File: config.mk
export PLATFORM = sky130hd
export DESIGN_NAME = seg_scan_multi
export DESIGN_NICKNAME = d
export VERILOG_FILES = /design/src/rtl/seg_scan_multi.sv
export SDC_FILE = /design/constraint.sdc
export NUM_CORES = 1
export LEC_CHECK = 0
export ABC_AREA = 0
export CORE_MARGIN = 1
export CORE_UTILIZATION = 54
export CTS_BUF_LIST = sky130_fd_sc_hd__clkbuf_4
export CTS_CLUSTER_SIZE = 28
export DETAILED_ROUTE_END_ITERATION = 7
export PLACE_DENSITY = 0.79
export SYNTH_ARGS = -nofsm -noshare
export SYNTH_HDL_FRONTEND = slang
export SYNTH_SLANG_ARGS = --single-unit
File: constraint.sdc
create_clock -name iCLK -period 12.1 [get_ports iCLK]
set_input_delay 3.63 -clock iCLK [delete_from_list [all_inputs] [get_ports iCLK]]
set_output_delay 3.63 -clock iCLK [all_outputs]
set_load 0.01 [all_outputs]
File: src/rtl/seg_scan_multi.sv
// seg_scan_multi: multiplexed 7-segment scanner with multi-cycle binary-to-BCD loader.
// Optional build macro SEG_LEADING_ZERO_BLANK_EN blanks leading zeros in decimal mode.
module seg_scan_multi #(
  parameter int DIGITS     = 6,
  parameter int BIN_W      = 20,
  parameter int SCAN_DIV   = 65536,
  parameter int ACTIVE_LOW = 1
) (
  input  logic                  iCLK,
  input  logic                  iRST,
  input  logic [4*DIGITS-1:0]   iNum,
  input  logic                  iIsHex,
  input  logic [DIGITS-1:0]     iDot,
  input  logic                  iLoad,
  output logic                  oBusy,
  output logic                  oOvf,
  output logic [7:0]            oSeg,
  output logic [DIGITS-1:0]     oSel
);

  localparam int NW = 4 * DIGITS;
  localparam int SW = NW + BIN_W;
  localparam int CW = (SCAN_DIV > 1) ? $clog2(SCAN_DIV) : 1;
  localparam int IW = $clog2(DIGITS);
  localparam int KW = $clog2(BIN_W + 1);

`ifdef SEG_LEADING_ZERO_BLANK_EN
  localparam bit LZB_EN = 1'b1;
`else
  localparam bit LZB_EN = 1'b0;
`endif

  localparam logic [7:0] SEG_RST =
    (ACTIVE_LOW != 0) ? 8'hC0 : 8'h3F;
  localparam logic [DIGITS-1:0] SEL_ONE = DIGITS'(1);
  localparam logic [DIGITS-1:0] SEL_RST =
    (ACTIVE_LOW != 0) ? ~SEL_ONE : SEL_ONE;

  typedef enum logic [1:0] {
    IDLE,
    SHIFT,
    DONE
  } state_t;

  state_t            state_q;
  logic              busy_q;
  logic              ovf_q;
  logic              acc_q;
  logic [SW-1:0]     sh_q;
  logic [KW-1:0]     cnt_q;
  logic [NW-1:0]     disp_q;
  logic [DIGITS-1:0] dot_q;
  logic [DIGITS-1:0] dot_pend_q;
  logic              dec_q;
  logic              dash_q;

  logic [CW-1:0]     scan_q, scan_d;
  logic [IW-1:0]     idx_q, idx_d;
  logic [7:0]        seg_q, seg_d;
  logic [DIGITS-1:0] sel_q, sel_d;

  function automatic logic [6:0] hex7(input logic [3:0] n);
    logic [6:0] c;
    case (n)
      4'h0: c = 7'h3F;
      4'h1: c = 7'h06;
      4'h2: c = 7'h5B;
      4'h3: c = 7'h4F;
      4'h4: c = 7'h66;
      4'h5: c = 7'h6D;
      4'h6: c = 7'h7D;
      4'h7: c = 7'h07;
      4'h8: c = 7'h7F;
      4'h9: c = 7'h6F;
      4'hA: c = 7'h77;
      4'hB: c = 7'h7C;
      4'hC: c = 7'h39;
      4'hD: c = 7'h5E;
      4'hE: c = 7'h79;
      default: c = 7'h71;
    endcase
    return c;
  endfunction

  // One double-dabble step: add-3 correction on the BCD field, then shift.
  logic [NW-1:0] adj;
  logic [SW-1:0] sh_next;
  logic          carry;
  logic [3:0]    bnib;

  always_comb begin
    adj  = '0;
    bnib = '0;
    for (int i = 0; i < DIGITS; i++) begin
      bnib = sh_q[BIN_W + 4*i +: 4];
      adj[4*i +: 4] = (bnib >= 4'd5) ? bnib + 4'd3 : bnib;
    end
    carry   = adj[NW-1];
    sh_next = {adj[NW-2:0], sh_q[BIN_W-1:0], 1'b0};
  end

  always_ff @(posedge iCLK or posedge iRST) begin
    if (iRST) begin
      state_q    <= IDLE;
      busy_q     <= 1'b0;
      ovf_q      <= 1'b0;
      acc_q      <= 1'b0;
      sh_q       <= '0;
      cnt_q      <= '0;
      disp_q     <= '0;
      dot_q      <= '0;
      dot_pend_q <= '0;
      dec_q      <= 1'b1;
      dash_q     <= 1'b0;
    end else begin
      unique case (state_q)
        IDLE: begin
          if (iLoad && iIsHex) begin
            disp_q <= iNum;
            dot_q  <= iDot;
            ovf_q  <= 1'b0;
            dec_q  <= 1'b0;
            dash_q <= 1'b0;
          end else if (iLoad) begin
            sh_q       <= {{NW{1'b0}}, iNum[BIN_W-1:0]};
            acc_q      <= 1'b0;
            ovf_q      <= 1'b0;
            cnt_q      <= '0;
            dot_pend_q <= iDot;
            busy_q     <= 1'b1;
            state_q    <= SHIFT;
          end
        end
        SHIFT: begin
          sh_q  <= sh_next;
          acc_q <= acc_q | carry;
          cnt_q <= cnt_q + 1'b1;
          if (cnt_q == KW'(BIN_W - 1)) begin
            state_q <= DONE;
          end
        end
        DONE: begin
          ovf_q  <= acc_q;
          dash_q <= acc_q;
          dec_q  <= 1'b1;
          dot_q  <= dot_pend_q;
          if (!acc_q) begin
            disp_q <= sh_q[SW-1 -: NW];
          end
          busy_q  <= 1'b0;
          state_q <= IDLE;
        end
        default: begin
          busy_q  <= 1'b0;
          state_q <= IDLE;
        end
      endcase
    end
  end

  logic [DIGITS-1:0] lz;
  logic              nz;

  always_comb begin
    lz = '0;
    nz = 1'b0;
    if (LZB_EN) begin
      for (int k = DIGITS - 1; k >= 1; k--) begin
        nz    = nz | (disp_q[4*k +: 4] != 4'd0);
        lz[k] = dec_q & ~dash_q & ~nz;
      end
    end
  end

  logic [3:0]        cur_nib;
  logic              cur_dp;
  logic              cur_blank;
  logic [6:0]        cur_code;
  logic [DIGITS-1:0] sel_raw;

  always_comb begin
    scan_d = scan_q + 1'b1;
    idx_d  = idx_q;
    if (scan_q == CW'(SCAN_DIV - 1)) begin
      scan_d = '0;
      idx_d  = (idx_q == IW'(DIGITS - 1)) ? '0 : idx_q + 1'b1;
    end

    cur_nib   = '0;
    cur_dp    = 1'b0;
    cur_blank = 1'b0;
    sel_raw   = '0;
    for (int k = 0; k < DIGITS; k++) begin
      if (idx_q == IW'(k)) begin
        cur_nib    = disp_q[4*k +: 4];
        cur_dp     = dot_q[k];
        cur_blank  = lz[k];
        sel_raw[k] = 1'b1;
      end
    end

    if (dash_q) begin
      cur_code = 7'h40;
    end else if (cur_blank) begin
      cur_code = 7'h00;
    end else begin
      cur_code = hex7(cur_nib);
    end

    seg_d = {cur_dp, cur_code};
    sel_d = sel_raw;
    if (ACTIVE_LOW != 0) begin
      seg_d = ~seg_d;
      sel_d = ~sel_raw;
    end
  end

  always_ff @(posedge iCLK or posedge iRST) begin
    if (iRST) begin
      scan_q <= '0;
      idx_q  <= '0;
      seg_q  <= SEG_RST;
      sel_q  <= SEL_RST;
    end else begin
      scan_q <= scan_d;
      idx_q  <= idx_d;
      seg_q  <= seg_d;
      sel_q  <= sel_d;
    end
  end

  assign oBusy = busy_q;
  assign oOvf  = ovf_q;
  assign oSeg  = seg_q;
  assign oSel  = sel_q;

endmodule

# Yosys cells after proc, flatten, opt, wreduce, memory -nomap -nowiden
# Memory sizes are Yosys's and may differ from the RTL's.
# Index checks and enable logic that the tools add are counted.
# classes
bitwise_logic,5
order_cmp,6
reduce_logical,12
n_addsub,9
eq_ne,15
mux,52
# op_table
cell,count
44-bit 2-to-1 mux,2
44-bit case mux with 2 select lines,1
24-bit 2-to-1 mux,2
4-bit 2-to-1 mux,12
24-bit case mux with 2 select lines,1
"4-bit by 2-bit adder with 4-bit output, second input constant",6
"4-bit by 3-bit greater-or-equal comparator with 1-bit output, second input constant",6
1-bit 2-to-1 mux,18
"16-bit by 1-bit adder with 16-bit output, second input constant",1
"16-bit == test, second input constant",1
16-bit 2-to-1 mux,1
3-bit AND reduction,5
6-bit case mux with 2 select lines,1
5-bit 2-to-1 mux,2
"2-bit inequality test, second input constant",5
5-bit case mux with 2 select lines,1
8-bit inverter,1
1-bit case mux with 2 select lines,4
7-bit 2-to-1 mux,1
"3-bit by 2-bit == test with 1-bit output, second input constant",2
"3-bit == test, second input constant",2
2-bit 2-to-1 mux,3
6-bit 2-to-1 mux,1
6-bit inverter,1
other kinds (16),19
# word_totals
ff_bits,124
romBits,112
memories,1
# memory_table
name,words,width,read_ports,rd_clocked_by_memory_dff,write_ports,line_no,rtl
(no name shown),16,7,1,0,0,64,case (n)

# Longest topological paths before layout
# An unclocked memory read counts as a cell.
# logic_depth
word_depth,10
mapped_depth,15
ltp_nobuf,11

# Least setup slack after synthesis
# No wires, ideal clock.
# synth_path
kind,in2reg
start,in iIsHex
end,reg dot_pend_q[0]
stages,4
n_path_buf,1
setup_ns,0.125
slack_ns,7.361
arrival_ns,4.614
path_cell_list,nand2b_1 -> nor3_2 -> buf_2 -> mux2_2
# synth_between
elab_chain_len,3
# synth_lines
element,line_no,rtl
start: declaration,12,"input logic iIsHex,"
1-bit logical AND,118,if (iLoad && iIsHex) begin
1-bit inverter (no line),n/a,
3-bit AND reduction (no line),n/a,
end signal: assignment,129,dot_pend_q <= iDot;
end: declaration,53,logic [DIGITS-1:0] dot_pend_q;
# No other way between the ends.
# A chain may end at the register's enable or synchronous reset.

# Worst setup path in the final report
# layout_path
start,"reg seg_q[7], in the netlist oSeg[7]"
end,out oSeg[7]
# layout_rtl
element,line_no,rtl
start: declaration,59,"logic [7:0] seg_q, seg_d;"
start signal: assignment,227,seg_q <= seg_d;
end: declaration,17,"output logic [7:0] oSeg,"
# No word-level cell between the ends.

==> impl_metrics.tcl <==
set metrics [dict create \
    ant_nets 0 \
    worstHoldStart "oBusy" \
    layout-drive-gt1-share_pct 9.869 \
    gp_congestion 0.8304 \
    die-area_um2 11940 \
    synth_area_leaders "dfrtp_1 47%, nand2_1 6.9%, a31oi_1 4.4%" \
    finalSetupViolCount 0 \
    yosys_warnings 0 \
    critPathArrivalTime_ns 1.61 \
    num_vias 4740 \
    postSynthCellCount 637 \
    die_h_um 109.3 \
    grt_pass1_wl_um 22110 \
    io_pins 50 \
    hold_viol_final 0 \
    synth_enable_flop_cells 0 \
    crit_path_end_kind "output pin" \
    nFillCells 912 \
    reg2reg_slack_ns 8.99 \
    cpLargestDelayFamily "flip-flops" \
    clock_skew_ns 0.02267 \
    antenna_cells 0 \
    core_um2 11030 \
    port_buffers 49 \
    min-delay-path-class "flip-flop to flip-flop" \
    grt_pass1_vias 4675 \
    synthDistinctLibCells 57 \
    antenna_found_initial 0 \
    synth_commonest_cells "117 x dfrtp_1, 115 x nand2_1, 67 x nor2_1" \
    tns_ns 0 \
    drv_slew 0 \
    clock-root-buffer "clkbuf_4" \
    cp_num_buf_inv 1 \
    numCtsBuffers 17 \
    setup.worst_path.class "flip-flop to output pin" \
    slowest_delay_ns 0.55 \
    cp-start-kind "flip-flop" \
    syn_area_um2 6213 \
    worstRegToRegCells 11 \
    cts_setup_buffers 0 \
    drt-vias-per-instance 5.718 \
    synth_ff_type "dfrtp_1" \
    maxSlewHeadroom_pct 35.04 \
    cts.reportedPaths.clkPinSlew_ns 0.11 \
    grt_max_degree 71 \
    holdWs_ns 0.4864 \
    die_w_um 109.3 \
    clock_latency_ns 0.55 \
    r2r-start "idx_q[0]" \
    wirelength_um 13170 \
    holdPathEnd "oBusy" \
    cts.sinks 124 \
    synth_nets 692 \
    ir_worst_vdd_v 0.0001562 \
    path_max_fanout 1 \
    ys_ff_latch 124 \
    cts_resized 0 \
    post_drt_wl_per_cell_um 15.89 \
    grt_usage_pct 24.40 \
    cts_tree "built" \
    cts_hold_buf 0 \
    route.detailed.drc 0 \
    fmax_ghz 0.1908 \
    syn_to_final_growth_pct 13.53 \
    power_leakage_uw 0.003043 \
    max_cap_violations 0 \
    slowest_stage "dfstp_2" \
    drt_pre_antenna_iters 5 \
    synth_top_area_share_pct 47.12 \
    whs_path_depth 1 \
    start_util_pct 56.33 \
    crit_chain "clkdlybuf4s50_1" \
    drtIter0Drc 361 \
    period_needed_ns 5.241 \
    worst_pin_slew_ns 0.9691 \
    async_reset_ff_share_pct 100.0 \
    period_share_pct 43.31 \
    std_cell_rows 38 \
    outcome "completed" \
    gr-total-overflow 0 \
    critPathRequiredTime_ns 8.47 \
    rsz0062_at_grt "no" \
    synth.avg_cell_area_um2 9.754 \
    nets 731 \
    ys_seq_area_share_pct 50.08 \
    p_per_area_nw_per_um2 230.5 \
    synth_most_common_cell "dfrtp_1" \
    cts_buffer_depth 2 \
    synth.largest_area_cell "dfrtp_1" \
    reg2reg_to "oSeg[0]" \
    htree_levels 4 \
    dp_hpwl_um 9040 \
]
area by class of cell:
class | instances | area [µm²] | share of cell area (%)
clock buffers | 19 | 142.6 | 2.022
clock inverters | 13 | 150.1 | 2.128
inverters | 24 | 92.59 | 1.313
multi-input cells | 453 | 2839 | 40.24
flip-flops and latches | 124 | 3112 | 44.11
well taps | 140 | 175.2 | 2.483
repair buffers | 56 | 543.0 | 7.698
report_power, final:
| group | internal, µW | leakage, µW | switching (µW) |
|---|---|---|---|
| sequential | 578 | 0.00149 | 125 |
| combinational | 288 | 0.00140 | 335 |
| clock | 145 | 0.000147 | 155 |
| total | 1010 | 0.00304 | 615 |
placed cells by master, fill, tap and decap left out, types with 3 or more instances in the layout:
cell type,count
o31ai_1,7
xnor2_1,11
a21o_1,3
clkdlybuf4s50_1,49
ha_1,21
clkinv_1,3
a22o_1,10
dfstp_2,7
nand2b_1,14
nand4_1,4
nor3b_1,3
a32o_1,6
nand3b_1,4
clkinvlp_4,4
clkbuf_4,19
o211ai_1,3
nand3_1,12
o22ai_1,9
a211oi_1,8
nor2_2,3
a21oi_1,11
a31oi_1,44
and3_1,3
xor2_1,15
nand2_1,115
nor2_1,64
mux2_2,6
bufinv_16,3
inv_2,3
dfrtp_1,117
o21ai_0,26
inv_1,20
mux2i_1,16
buf_4,7
sequential cells by signal, indices dropped and copies added, names as in the netlist:
register / count
sh_q: 44
disp_q: 24
scan_q: 16
oSeg: 8
dot_pend_q: 6
dot_q: 6
oSel: 6
cnt_q: 5
idx_q: 3
state_q: 2
acc_q: 1
dash_q: 1
oBusy: 1
oOvf: 1
how the worst max path moves through the flow:
| stage | endpoint | slack, ns | depth (start not counted) | startpoint |
|---|---|---|---|---|
| 5_1_grt | oSeg[7] | 6.77 | 1 | oSeg[7] |
| 2_1_floorplan | acc_q | 5.18 | 1 | iRST |
| 4_1_cts | oSeg[7] | 6.81 | 1 | oSeg[7] |
| 3_5_place_dp | dot_pend_q[1] | 6.49 | 4 | iIsHex |
| 3_3_place_gp | dot_pend_q[4] | 6.55 | 4 | iIsHex |
| 6_report | oSeg[7] | 6.86 | 1 | oSeg[7] |
layer usage:
| metal | GRT usage (%) | routed length (µm) | share of wire [%] | up-vias |
|---|---|---|---|---|
| met5 | 0 | 0 | 0 | - |
| met4 | 11.14 | 252 | 1.9 | 0 |
| met3 | 6.157 | 552 | 4.2 | 22 |
| met2 | 39.80 | 6659 | 51 | 129 |
| met1 | 30.49 | 5704 | 43 | 2290 |
| li1 | - | - | - | 2299 |
worst reg2reg max path, stage by stage (launching register included):
cell and delay [ns]:
dfrtp_1 0.94, and2_1 0.24, ha_1 0.44, inv_2 0.14
o211ai_1 0.13, a31oi_2 0.20, inv_1 0.14, ha_1 0.19
inv_1 0.08, a211oi_1 0.30, a211oi_1 0.08, o21bai_1 0.15
stage by stage:
step | area (µm²) | total power (µW) | util (%) | instances | setup slack [ns]
CTS | 7054 | 1634 | 63.95 | 829 | 6.808
global route | 7054 | 1748 | 63.95 | 829 | 6.774
finish | 7054 | 1626 | 63.95 | 829 | 6.859
floorplan | 6213 | 1152 | - | 637 | 5.182
global placement | 6761 | 1290 | 61.30 | 797 | 6.555
detailed placement | 6761 | 1332 | 61.30 | 797 | 6.487
logic make-up (layout without fill, tap and decap cells):
group                      count (synthesis)  count (layout)  synth area share (%)
xor gates and xnor gates                  26              26                 3.665
AOI/OAI and AO/OA                        147             147                 16.59
and+or+nand+nor                          234             234                 16.51
adders and majority gates                 21              21                 4.229
DFF                                      124             124                 50.08
buffers and inverters                     60             112                 4.531
muxes                                     25              25                 4.390
Note: power is estimated with default switching activity, not from simulation.
